[config.mk]
export PLATFORM = sky130hd
export DESIGN_NAME = playback_flat
export DESIGN_NICKNAME = d
export VERILOG_FILES = /design/src/rtl/playback_if.sv /design/src/rtl/playback.sv /design/src/flat_wrapper.sv
export SDC_FILE = /design/constraint.sdc
export NUM_CORES = 1
export LEC_CHECK = 0
export BUFFER_PORTS_ARGS = -buffer_cell sky130_fd_sc_hd__buf_2
export CORE_MARGIN = 5
export CORE_UTILIZATION = 40
export CTS_CLUSTER_SIZE = 14
export DETAILED_ROUTE_END_ITERATION = 8
export PLACE_DENSITY_LB_ADDON = 0.25
export SYNTH_ARGS = -nofsm -noshare
export SYNTH_HDL_FRONTEND = slang
export SYNTH_SLANG_ARGS = --single-unit
export TNS_END_PERCENT = 20
[constraint.sdc]
create_clock -name clk -period 2.9 [get_ports clk]
set_clock_uncertainty 0.1 [all_clocks]
set_input_delay 0 -clock clk [delete_from_list [all_inputs] [get_ports clk]]
set_output_delay 0 -clock clk [all_outputs]
set_load 0.05 [all_outputs]
[src/rtl/playback_if.sv]
// SRAM read bus between the playback engine and the async SRAM.
// Signal names match the board-level SRAM pins.
interface playback_if #(
  parameter int ADDR_W = 20,
  parameter int DATA_W = 16
);
  logic [ADDR_W-1:0] SRAM_ADDR;
  logic [DATA_W-1:0] SRAM_DQ;
  logic              SRAM_CE;
  logic              SRAM_OE;
  logic              SRAM_WE;
  logic              SRAM_LB;
  logic              SRAM_UB;

  modport master (
    output SRAM_ADDR,
    output SRAM_CE,
    output SRAM_OE,
    output SRAM_WE,
    output SRAM_LB,
    output SRAM_UB,
    input  SRAM_DQ
  );

  modport slave (
    input  SRAM_ADDR,
    input  SRAM_CE,
    input  SRAM_OE,
    input  SRAM_WE,
    input  SRAM_LB,
    input  SRAM_UB,
    output SRAM_DQ
  );
endinterface

[src/rtl/playback.sv]
// SRAM-to-WM8731 I2S playback engine (codec is clock master).
// Even addresses go to the left slot, odd addresses to the right.
module playback #(
  parameter int ADDR_W      = 20,
  parameter int DATA_W      = 16,
  parameter int SYNC_STAGES = 2
) (
  input  logic              clk,
  input  logic              reset,
  input  logic              AUD_BCLK,
  input  logic              AUD_DACLRCK,
  output logic              AUD_DACDAT,
  playback_if.master        sram,
  input  logic              play_btn,
  input  logic              pause_btn,
  input  logic              stop_btn,
  input  logic [ADDR_W-1:0] end_addr,
  output logic              playing,
  output logic              done
);

  localparam int CW = $clog2(DATA_W + 1);
  localparam logic [CW-1:0] CNT_MAX = CW'(DATA_W);

  typedef enum logic [1:0] {
    S_IDLE,
    S_PLAY,
    S_PAUSE
  } state_t;

  state_t state_q, state_d;

  logic [SYNC_STAGES-1:0] bsync_q, lsync_q;
  logic                   bprev_q, lprev_q;

  logic [ADDR_W-1:0] addr_q, addr_d;
  logic [DATA_W-1:0] shift_q, shift_d;
  logic [CW-1:0]     cnt_q, cnt_d;
  logic              dac_q, dac_d;
  logic              done_q, done_d;
  logic              loaded_q, loaded_d;
  logic              last_q, last_d;
  logic              preq_q, preq_d;

  logic bclk_s, lrck_s;
  logic bfall, ledge;

  assign bclk_s = bsync_q[SYNC_STAGES-1];
  assign lrck_s = lsync_q[SYNC_STAGES-1];
  assign bfall  = bprev_q & ~bclk_s;
  assign ledge  = lprev_q ^ lrck_s;

  always_ff @(posedge clk) begin
    if (!reset) begin
      bsync_q <= '0;
      lsync_q <= '0;
      bprev_q <= 1'b0;
      lprev_q <= 1'b0;
    end else begin
      bsync_q <= {bsync_q[SYNC_STAGES-2:0], AUD_BCLK};
      lsync_q <= {lsync_q[SYNC_STAGES-2:0], AUD_DACLRCK};
      bprev_q <= bclk_s;
      lprev_q <= lrck_s;
    end
  end

  always_ff @(posedge clk) begin
    if (!reset) begin
      state_q  <= S_IDLE;
      addr_q   <= '0;
      shift_q  <= '0;
      cnt_q    <= '0;
      dac_q    <= 1'b0;
      done_q   <= 1'b0;
      loaded_q <= 1'b0;
      last_q   <= 1'b0;
      preq_q   <= 1'b0;
    end else begin
      state_q  <= state_d;
      addr_q   <= addr_d;
      shift_q  <= shift_d;
      cnt_q    <= cnt_d;
      dac_q    <= dac_d;
      done_q   <= done_d;
      loaded_q <= loaded_d;
      last_q   <= last_d;
      preq_q   <= preq_d;
    end
  end

  always_comb begin
    state_d  = state_q;
    addr_d   = addr_q;
    shift_d  = shift_q;
    cnt_d    = cnt_q;
    dac_d    = dac_q;
    done_d   = 1'b0;
    loaded_d = loaded_q;
    last_d   = last_q;
    preq_d   = preq_q;

    if (!stop_btn) begin
      state_d  = S_IDLE;
      addr_d   = '0;
      shift_d  = '0;
      cnt_d    = '0;
      dac_d    = 1'b0;
      loaded_d = 1'b0;
      last_d   = 1'b0;
      preq_d   = 1'b0;
    end else begin
      unique case (state_q)
        S_IDLE: begin
          if (pause_btn && !play_btn && end_addr != '0) begin
            state_d  = S_PLAY;
            loaded_d = 1'b0;
            last_d   = 1'b0;
            preq_d   = 1'b0;
          end
        end
        S_PLAY: begin
          if (!pause_btn) preq_d = 1'b1;
          if (ledge) begin
            cnt_d    = '0;
            dac_d    = 1'b0;
            loaded_d = 1'b0;
            if (last_q) begin
              state_d = S_IDLE;
              addr_d  = '0;
              shift_d = '0;
              done_d  = 1'b1;
              last_d  = 1'b0;
              preq_d  = 1'b0;
            end else if (preq_q) begin
              state_d = S_PAUSE;
              shift_d = '0;
              preq_d  = 1'b0;
            end else if (addr_q[0] == lrck_s && addr_q <= end_addr) begin
              // end flag taken on load so a wrap to 0 cannot re-arm
              shift_d  = sram.SRAM_DQ;
              addr_d   = addr_q + 1'b1;
              loaded_d = 1'b1;
              last_d   = (addr_q == end_addr);
            end
          end else if (bfall && loaded_q) begin
            if (cnt_q < CNT_MAX) begin
              dac_d   = shift_q[DATA_W-1];
              shift_d = shift_q << 1;
              cnt_d   = cnt_q + 1'b1;
            end else begin
              dac_d = 1'b0;
            end
          end
        end
        S_PAUSE: begin
          dac_d = 1'b0;
          if (pause_btn && !play_btn) begin
            state_d  = S_PLAY;
            loaded_d = 1'b0;
          end
        end
        default: state_d = S_IDLE;
      endcase
    end
  end

  assign playing        = (state_q == S_PLAY);
  assign done           = done_q;
  assign AUD_DACDAT     = dac_q;
  assign sram.SRAM_ADDR = addr_q;
  assign sram.SRAM_CE   = (state_q == S_IDLE);
  assign sram.SRAM_OE   = (state_q == S_IDLE);
  assign sram.SRAM_LB   = (state_q == S_IDLE);
  assign sram.SRAM_UB   = (state_q == S_IDLE);
  assign sram.SRAM_WE   = 1'b1;

endmodule

[src/flat_wrapper.sv]
// flat-port wrapper written by rule: the top's interface ports become plain ports
module playback_flat 
#(
  parameter int ADDR_W      = 20,
  parameter int DATA_W      = 16,
  parameter int SYNC_STAGES = 2
)
  (clk, reset, AUD_BCLK, AUD_DACLRCK, AUD_DACDAT, play_btn, pause_btn, stop_btn, end_addr, playing, done, sram_SRAM_ADDR, sram_SRAM_CE, sram_SRAM_OE, sram_SRAM_WE, sram_SRAM_LB, sram_SRAM_UB, sram_SRAM_DQ);
  playback_if #(.ADDR_W(ADDR_W), .DATA_W(DATA_W)) sram_i ();
  input  logic clk;
  input  logic reset;
  input  logic AUD_BCLK;
  input  logic AUD_DACLRCK;
  output logic AUD_DACDAT;
  input  logic play_btn;
  input  logic pause_btn;
  input  logic stop_btn;
  input  logic [ADDR_W-1:0] end_addr;
  output logic playing;
  output logic done;
  output wire logic [$bits(sram_i.SRAM_ADDR)-1:0] sram_SRAM_ADDR;
  output wire logic [$bits(sram_i.SRAM_CE)-1:0] sram_SRAM_CE;
  output wire logic [$bits(sram_i.SRAM_OE)-1:0] sram_SRAM_OE;
  output wire logic [$bits(sram_i.SRAM_WE)-1:0] sram_SRAM_WE;
  output wire logic [$bits(sram_i.SRAM_LB)-1:0] sram_SRAM_LB;
  output wire logic [$bits(sram_i.SRAM_UB)-1:0] sram_SRAM_UB;
  input wire logic [$bits(sram_i.SRAM_DQ)-1:0] sram_SRAM_DQ;
  assign sram_SRAM_ADDR = sram_i.SRAM_ADDR;
  assign sram_SRAM_CE = sram_i.SRAM_CE;
  assign sram_SRAM_OE = sram_i.SRAM_OE;
  assign sram_SRAM_WE = sram_i.SRAM_WE;
  assign sram_SRAM_LB = sram_i.SRAM_LB;
  assign sram_SRAM_UB = sram_i.SRAM_UB;
  assign sram_i.SRAM_DQ = sram_SRAM_DQ;
  playback #(.ADDR_W(ADDR_W), .DATA_W(DATA_W), .SYNC_STAGES(SYNC_STAGES)) u_core (.clk(clk), .reset(reset), .AUD_BCLK(AUD_BCLK), .AUD_DACLRCK(AUD_DACLRCK), .AUD_DACDAT(AUD_DACDAT), .sram(sram_i), .play_btn(play_btn), .pause_btn(pause_btn), .stop_btn(stop_btn), .end_addr(end_addr), .playing(playing), .done(done));
endmodule
==> results.txt, run 1 <==
FF+latch count, synth: 54
Gr ovfl total: 0
DRC viols: 0
Yosys top cell by area: dfxtp_1
Ant diodes: 0
Via Count: 3297
# clock sinks: 54
Mapped Nets: 472
DR iter-0 viols: 184
# IOs: 71
# fillers: 753
Power per cell area: 339 mW/mm2
Row Count: 32
Status: finished clean
Initial antenna violation count: 0
Setup CP Type: flip-flop to flip-flop
Largest net degree at the start of global routing: 36
Tot Pwr: 1.36 mW
CP Capture Type: flip-flop
Storage cell area: 0.00108 mm2
Layout cell share with drive strength beyond 1: 20.0%
Die Y: 99.3 um
Post-CTS Setup Inserts: 0
DR pass1 iterations: 4
Max-slew headroom: 60.3%
Max-cap violations: 0
Setup_tns: 0 ns
Clock Latency Late Sink: 0.32 ns
CP Data Required Time: 3.05 ns
Root buffer cell: clkbuf_8
Routability congestion estimate: 0.849
Non-Filler Instances: 601
CTS buffer count: 5
Number of gates resized after cts: 0
Initial Util: 41.2%
Core area: 0.00773 mm2
Yosys warnings: 0
Fmax: 0.363 GHz
Die X: 99.3 um
Via/cell ratio: 5.49
Yosys cell types: 49
Sequential fraction of the synthesis area: 33.9%
Final period utilization: 94.9%
Reg clk slew, reported paths: 0.10 ns
Post-synth top cells: dfxtp_1, nor2_1, nand2_1
Syn Area/Cell: 7.83 um2
Final hold violations: 0
Die area: 0.00985 mm2
Crit path arrival time: 2.90 ns
DP HPWL: 6.73 mm
Yosys top cell area share: 33.9%
Top-count cell post-synth: dfxtp_1
Hold-fix buffers, CTS: 22
H-tree depth: 2
Final setup slack of the worst path: 0.148 ns
Global-route wire length before repair: 14.7 mm
Ys flop type: dfxtp_1
WL per Instance: 15.1 um
CTS tree: done
DP Worst Slack: 0.191 ns
Synthesized instance count: 407
RSZ-0062 raised after global routing: no
Max Slew Vio Count: 0
LEAKAGE: 1.66 nW
Hold WC Path Type: input port to flip-flop
Final #Nets: 563
Endpoints failing setup: 0
Area grow syn2layout: 25.5%
Vias in the first global route: 3052
Crit path time final: 2.75 ns
Worst slew pin tran: 0.594 ns
Post-synth EDFFs: 0
Crit start category: flip-flop
Worst vdd ir: 0.199 mV
Area contributors post-synth: dfxtp_1, ha_1, nor2_1
Antenna viol nets, final: 0
Final Routed Wirelength: 9.09 mm
GRT Resource Usage Total: 18.1%
Placed Cells: 571
Multi-input gate area: 0.00190 mm2
CP max FO: 8
Clk buf depth: 2
Mapped Area: 0.00319 mm2
FFs w/ async S/R, synth: 0%
# port buffers: 69
-- kinds of logic after synthesis --
kind of cell | Yosys count | share of synthesized area, %
AOI/OAI and AO/OA | 93 | 20.3
adders and majority gates | 22 | 8.64
muxes | 4 | 1.26
DFF | 54 | 33.9
other | 1 | 0.118
buffers and inverters | 51 | 6.67
and+or+nand+nor | 177 | 27.7
xor gates and xnor gates | 5 | 1.37
-- stage by stage --
step | instance area, um2 | hold WS [ns] | utilization, %
finish | 4000 | 0.124 | 51.7
global route | 4000 | 0.144 | 51.7
CTS | 4000 | 0.120 | 51.7
detailed placement | 3690 | 0.109 | 47.7
global placement | 3690 | 0.106 | 47.7
floorplan | 3190 | 0.0217 | -
-- path summary, 6_finish.rpt --
path | start | end | slack (ns) | cells past startpoint
min | stop_btn | u_core.sram.SRAM_ADDR[18] | 0.12 | 4
max | u_core.sram.SRAM_ADDR[17] | u_core.sram.SRAM_ADDR[12] | 0.15 | 8
max reg2reg | u_core.sram.SRAM_ADDR[17] | u_core.sram.SRAM_ADDR[12] | 0.15 | 8
min reg2reg | u_core.lsync_q[0] | u_core.lsync_q[1] | 0.34 | 1
-- critical path, stage by stage, from the launching register on --
cell      delay (ns)
dfxtp_2         0.37
ha_1            0.31
a21o_1          0.18
a2111o_1        0.45
a221oi_4        0.25
a31oi_4         0.19
nand3b_4        0.20
or4_1           0.48
a21oi_1         0.15
-- flip-flops by register name (all words and copies together) (netlist names), 2 cells and up --
name,count
u_core.state_q,2
u_core.shift_q,16
u_core.cnt_q,5
u_core.bsync_q,2
u_core.lsync_q,2
u_core.sram.SRAM_ADDR,20
-- layer usage --
layer	share of wire (%)	track usage, %	up-vias
li1	-	-	1661
met1	46	23.5	1537
met2	48	30.5	90
met3	5.5	3.58	9
met4	1.0	5.15	0
met5	0	0	-
-- area by class of cell --
cell class / instances / area share [%]
clock buffers: 5 / 1.72
inverters: 29 / 2.72
repair buffers: 106 / 17.3
clock inverters: 3 / 0.532
well taps: 102 / 3.19
multi-input cells: 302 / 47.5
flip-flops and latches: 54 / 27.1
-- power by group --
| part | leakage [nW] | total [mW] | internal [mW] | switching, mW |
|---|---|---|---|---|
| combinational | 1.18 | 0.172 | 0.0748 | 0.0973 |
| sequential | 0.437 | 0.750 | 0.746 | 0.00395 |
| clock | 0.0441 | 0.434 | 0.171 | 0.264 |
| total | 1.66 | 1.36 | 0.992 | 0.365 |
-- layout by cell type, fill, tap and decap left out, drive strengths merged, types with 4 or more instances in the layout --
cell         instances
a21o                 4
nor3                 9
nand3               23
dlygate4sd3         22
and3                 4
inv                 29
o31ai                4
nand4               12
nor4                13
nand2b               4
xor2                 4
a21oi               26
nor2                45
buf                 84
dfxtp               54
nand2               41
ha                  22
clkbuf               5
mux2i                4
a31oi                5
o21ai               20
o211ai               5
and2                11
a311oi              15
(Power assumes the default switching activity.)
==> run 2, diff against run 1 <==
- RECOVER_POWER: default -> 25
==> run 2 against run 1 <==
Net effect: sequential power about the same; count of clock-buffer cells in the layout unchanged; worst setup slack better by 0.0025 ns; critical path type unchanged; flip-flop and latch count unchanged; maximum frequency about the same; die area unchanged; global-route usage unchanged; sequential share of layout area up 0.14 points; total power about the same.
==> results.txt, run 2 (same netlist as run 1, synthesis figures left out) <==
Status: finished clean
Hold WC Path Type: input port to flip-flop
CP max FO: 8
Root buffer cell: clkbuf_8
DRC viols: 0
# port buffers: 69
Layout cell share with drive strength beyond 1: 16.6%
Global-route wire length before repair: 14.7 mm
Routability congestion estimate: 0.849
Endpoints failing setup: 0
CP max-delay cell: or4_1
LEAKAGE: 1.58 nW
# clock sinks: 54
Row Count: 32
Core area: 0.00773 mm2
# fillers: 760
Max FFs per register: 20
GRT Resource Usage Total: 18.1%
Crit start category: flip-flop
Commonest non-fill, non-tap cell in the layout: dfxtp_1
DR iter-0 viols: 176
Via Count: 3303
Cells along the critical path: ha_1 > a21o_1 > a2111o_1 > a221oi_4 > a31oi_4 > nand3b_4 > or4_1 > a21oi_1
WL per Instance: 15.1 um
Sequential power share: 55.3%
CP Capture Type: flip-flop
Fmax: 0.364 GHz
CTS buffer count: 5
Ant diodes: 0
Placed Cells: 571
Max-cap violations: 0
DP HPWL: 6.73 mm
Via/cell ratio: 5.50
Worst slew pin tran: 0.631 ns
Crit path arrival time: 2.90 ns
Commonest non-fill, non-tap cells in the layout: dfxtp_1, buf_2, nor2_1
Die area: 0.00985 mm2
Cell Area, Placed: 0.00369 mm2
Gr ovfl total: 0
Largest net degree at the start of global routing: 36
Vias in the first global route: 3052
Min Hold Slack: 0.124 ns
Max Slew Vio Count: 0
CTS tree: done
Antenna viol nets, final: 0
Sw Share: 26.9%
Non-Filler Instances: 601
Power per cell area: 341 mW/mm2
Crit path time final: 2.75 ns
Worst vdd ir: 0.198 mV
RSZ-0062 raised after global routing: no
Setup_tns: 0 ns
Max-slew headroom: 57.8%
Final #Nets: 563
Tot Pwr: 1.36 mW
H-tree depth: 2
DR pass1 iterations: 4
Clock Latency Late Sink: 0.32 ns
Switching power: 0.365 mW
CP Data Required Time: 3.05 ns
Area grow syn2layout: 24.8%
Final hold violations: 0
Initial Util: 41.2%
Share of total power in the clock network: 32.0%
Clk buf depth: 2
Fin area: 0.00398 mm2
# IOs: 71
Reg clk slew, reported paths: 0.10 ns
Final Routed Wirelength: 9.10 mm
Final period utilization: 94.8%
Slowest stage delay, CP: 0.48 ns
Comb power frac: 12.7%
Initial antenna violation count: 0
Die X: 99.3 um
Die Y: 99.3 um
Setup CP Type: flip-flop to flip-flop
Internal cell power: 0.991 mW
==> run 2: cell count changes in the layout (fill, tap and decap cells not counted), sizes merged <==
cell,delta
buf,-17
clkbuf,+17
==> run 2: metal layers <==
layer  GRT usage [%]  wire length, um
met1            23.5             4080
met4            5.15              124
met2            30.5             4330
met5               0                0
met3            3.58              570
==> run 2: power by group through the flow <==
stage	combinational (mW)	sequential (mW)	clock, mW
after global placement	0.146	0.767	0
after detailed placement	0.149	0.767	0
final	0.172	0.750	0.434
after floorplan	0.0911	0.766	0
after CTS	0.172	0.750	0.446
after global routing	0.189	0.751	0.468
==> run 2: what timing repair did <==
item	in CTS	in global routing
hold buffers	22	0
gates resized for setup	0	0
endpoints found under the hold margin	23	0
buffers inserted	0	0
==> run 2: final timing paths <==
| check | start | endpoint | slack [ns] | depth (start not counted) |
|---|---|---|---|---|
| min | stop_btn | u_core.sram.SRAM_ADDR[18] | 0.12 | 4 |
| max reg2reg | u_core.sram.SRAM_ADDR[17] | u_core.sram.SRAM_ADDR[12] | 0.15 | 8 |
| min reg2reg | u_core.lsync_q[0] | u_core.lsync_q[1] | 0.34 | 1 |
| max | u_core.sram.SRAM_ADDR[17] | u_core.sram.SRAM_ADDR[12] | 0.15 | 8 |
==> run 2: cell type report <==
class	instances	area, um2	area share, %
Inverter	29	109	2.74
Timing Repair Buffer	106	669	16.8
Multi-Input combinational cell	302	1900	47.8
Clock buffer	5	68.8	1.73
Clock inverter	3	21.3	0.535
Sequential cell	54	1080	27.2
Tap cell	102	128	3.21
==> run 2: critical path, delay by kind of cell, from the launching register on <==
kind | cells | cell delay [ns]
and+or+nand+nor | 2 | 0.68
DFF | 1 | 0.37
adders and majority gates | 1 | 0.31
AOI/OAI and AO/OA | 5 | 1.22
==> run 2: through the flow <==
stage / setup WS (ns) / utilization [%]
after floorplan: 0.0108 / -
after global placement: 0.223 / 47.7
after detailed placement: 0.191 / 47.7
after CTS: 0.153 / 51.7
after global routing: 0.0638 / 51.5
final: 0.150 / 51.5
==> run 3, diff against run 2 <==
==> constraint.sdc (replaced) <==
create_clock -name clk -period 2.9 [get_ports clk]
set_clock_uncertainty 0.1 [all_clocks]
set_input_delay 0.145 -clock clk [delete_from_list [all_inputs] [get_ports clk]]
set_output_delay 0.145 -clock clk [all_outputs]
set_load 0.05 [all_outputs]
==> run 3 against run 2 <==
Net effect: non-clock buffer count down 17; core utilization decreased by 1.9 points; critical path type unchanged; sequential share of layout area increased by 1.0 points; first-iteration DRC count rose by 25%; clock power increased by 17%; critical endpoint unchanged; hold slack worse by 0.12 ns; register-to-register slack hardly changed.
==> results.txt, run 3 (same netlist as run 1, synthesis figures left out) <==
Commonest non-fill, non-tap cells in the layout: buf_2, dfxtp_1, nor2_1
Hold WC Path Type: input port to flip-flop
Core area: 0.00773 mm2
CTS buffer count: 5
Worst vdd ir: 0.220 mV
Final hold violations: 0
Post-CTS Setup Inserts: 0
CTS tree: done
GRT Resource Usage Total: 17.4%
DRC viols: 0
Gr ovfl total: 0
Crit path time final: 2.74 ns
# clock sinks: 54
Final #Nets: 546
Max-cap violations: 0
Hold-fix buffers, CTS: 5
RSZ-0062 raised after global routing: no
Final setup slack of the worst path: 0.159 ns
CP endpoint: u_core.sram.SRAM_ADDR[12]
Max FFs per register: 20
DP Worst Slack: 0.182 ns
Crit path buf inv count: 0
Crit path depth: 8
DP HPWL: 6.56 mm
Final Routed Wirelength: 8.73 mm
Crit start category: flip-flop
Setup CP Type: flip-flop to flip-flop
Cells along the critical path: ha_1 > a21o_1 > a2111o_1 > a221oi_4 > a31oi_4 > nand3b_4 > or4_1 > a21oi_1
Min Hold Slack: 0.00535 ns
Root buffer cell: clkbuf_8
Fmax: 0.365 GHz
Die X: 99.3 um
Layout cell share with drive strength beyond 1: 17.6%
Die area: 0.00985 mm2
Reg clk slew, reported paths: 0.10 ns
Via/cell ratio: 5.49
H-tree depth: 2
Crit path arrival time: 2.88 ns
Die Y: 99.3 um
Global-route wire length before repair: 14.4 mm
WL per Instance: 15.0 um
Reg-to-reg startpoint: u_core.sram.SRAM_ADDR[17]
Worst slew pin tran: 0.606 ns
Largest net degree at the start of global routing: 36
Via Count: 3204
DR iter-0 viols: 220
Power per cell area: 368 mW/mm2
Slowest stage delay, CP: 0.48 ns
Status: finished clean
Final period utilization: 94.5%
R2r setup slk: 0.16 ns
DR pass1 iterations: 4
Area grow syn2layout: 20.2%
Endpoints failing setup: 0
# port buffers: 69
Clk buf depth: 2
Setup_tns: 0 ns
Antenna viol nets, final: 0
R2R depth: 8
Commonest non-fill, non-tap cell in the layout: buf_2
Reg2reg end: u_core.sram.SRAM_ADDR[12]
Max Slew Vio Count: 0
Row Count: 32
CP Data Required Time: 3.04 ns
Clock Latency Late Sink: 0.31 ns
CP Capture Type: flip-flop
Number of gates resized after cts: 0
Vias in the first global route: 3011
Ant diodes: 0
Max-slew headroom: 59.5%
CP max-delay cell: or4_1
Delay-heaviest family, CP: compound AO/OA/AOI/OAI gates
LEAKAGE: 1.53 nW
# IOs: 71
Routability congestion estimate: 0.859
CP startpoint: u_core.sram.SRAM_ADDR[17]
Initial antenna violation count: 0
Initial Util: 41.2%
CP max FO: 8
run 3: cell types whose count changed in the layout (fill, tap and decap cells not counted):
cell / change
and2_0: -1
and2_1: +1
buf_2: +3
bufinv_16: +1
clkbuf_1: -2
clkinv_2: -1
clkinv_4: -1
dlygate4sd3_1: -17
run 3: worst min path at each step:
stage	start	end	slack, ns	depth (start not counted)
after CTS	sram_SRAM_DQ[9]	u_core.shift_q[9]	0.001	3
after global placement	AUD_BCLK	u_core.bsync_q[0]	0.25	2
after detailed placement	AUD_DACLRCK	u_core.lsync_q[0]	0.26	2
final	sram_SRAM_DQ[13]	u_core.shift_q[13]	0.005	3
after global routing	sram_SRAM_DQ[12]	u_core.shift_q[12]	0.006	3
after floorplan	reset	u_core.bprev_q	0.17	1
run 3: power by group:
group          total (mW)  internal (mW)  switching (mW)
Clock               0.507          0.258           0.249
Combinational       0.154         0.0602          0.0940
Sequential          0.750          0.746         0.00388
Total                1.41           1.06           0.347
run 3: layout make-up:
cell class              count  area [um2]
repair buffers             89         503
clock inverters             2        37.5
clock buffers               6        72.6
multi-input cells         302        1900
well taps                 102         128
flip-flops and latches     54        1080
fillers                   764        3900
inverters                  29         109
run 3: per-stage QoR:
stage,utilization (%),instance area (um2),power (mW),cells
3_3_place_gp,47.7,3690,0.913,571
4_1_cts,49.8,3850,1.43,584
6_report,49.6,3830,1.41,584
5_1_grt,49.6,3830,1.47,584
2_1_floorplan,-,3190,0.857,407
3_5_place_dp,47.7,3690,0.915,571
run 3: worst min-delay path, delay by kind of cell:
kind	cells	cell delay, ns
buffers and inverters	1	0.10
AO/OA/AOI/OAI	1	0.08
AND/OR/NAND/NOR	1	0.05
run 3: layer usage:
metal	global-route usage (%)	part of all wire, %
met5	0	0
met1	23.6	46
met4	4.31	1.6
met3	3.58	6.4
met2	28.3	46
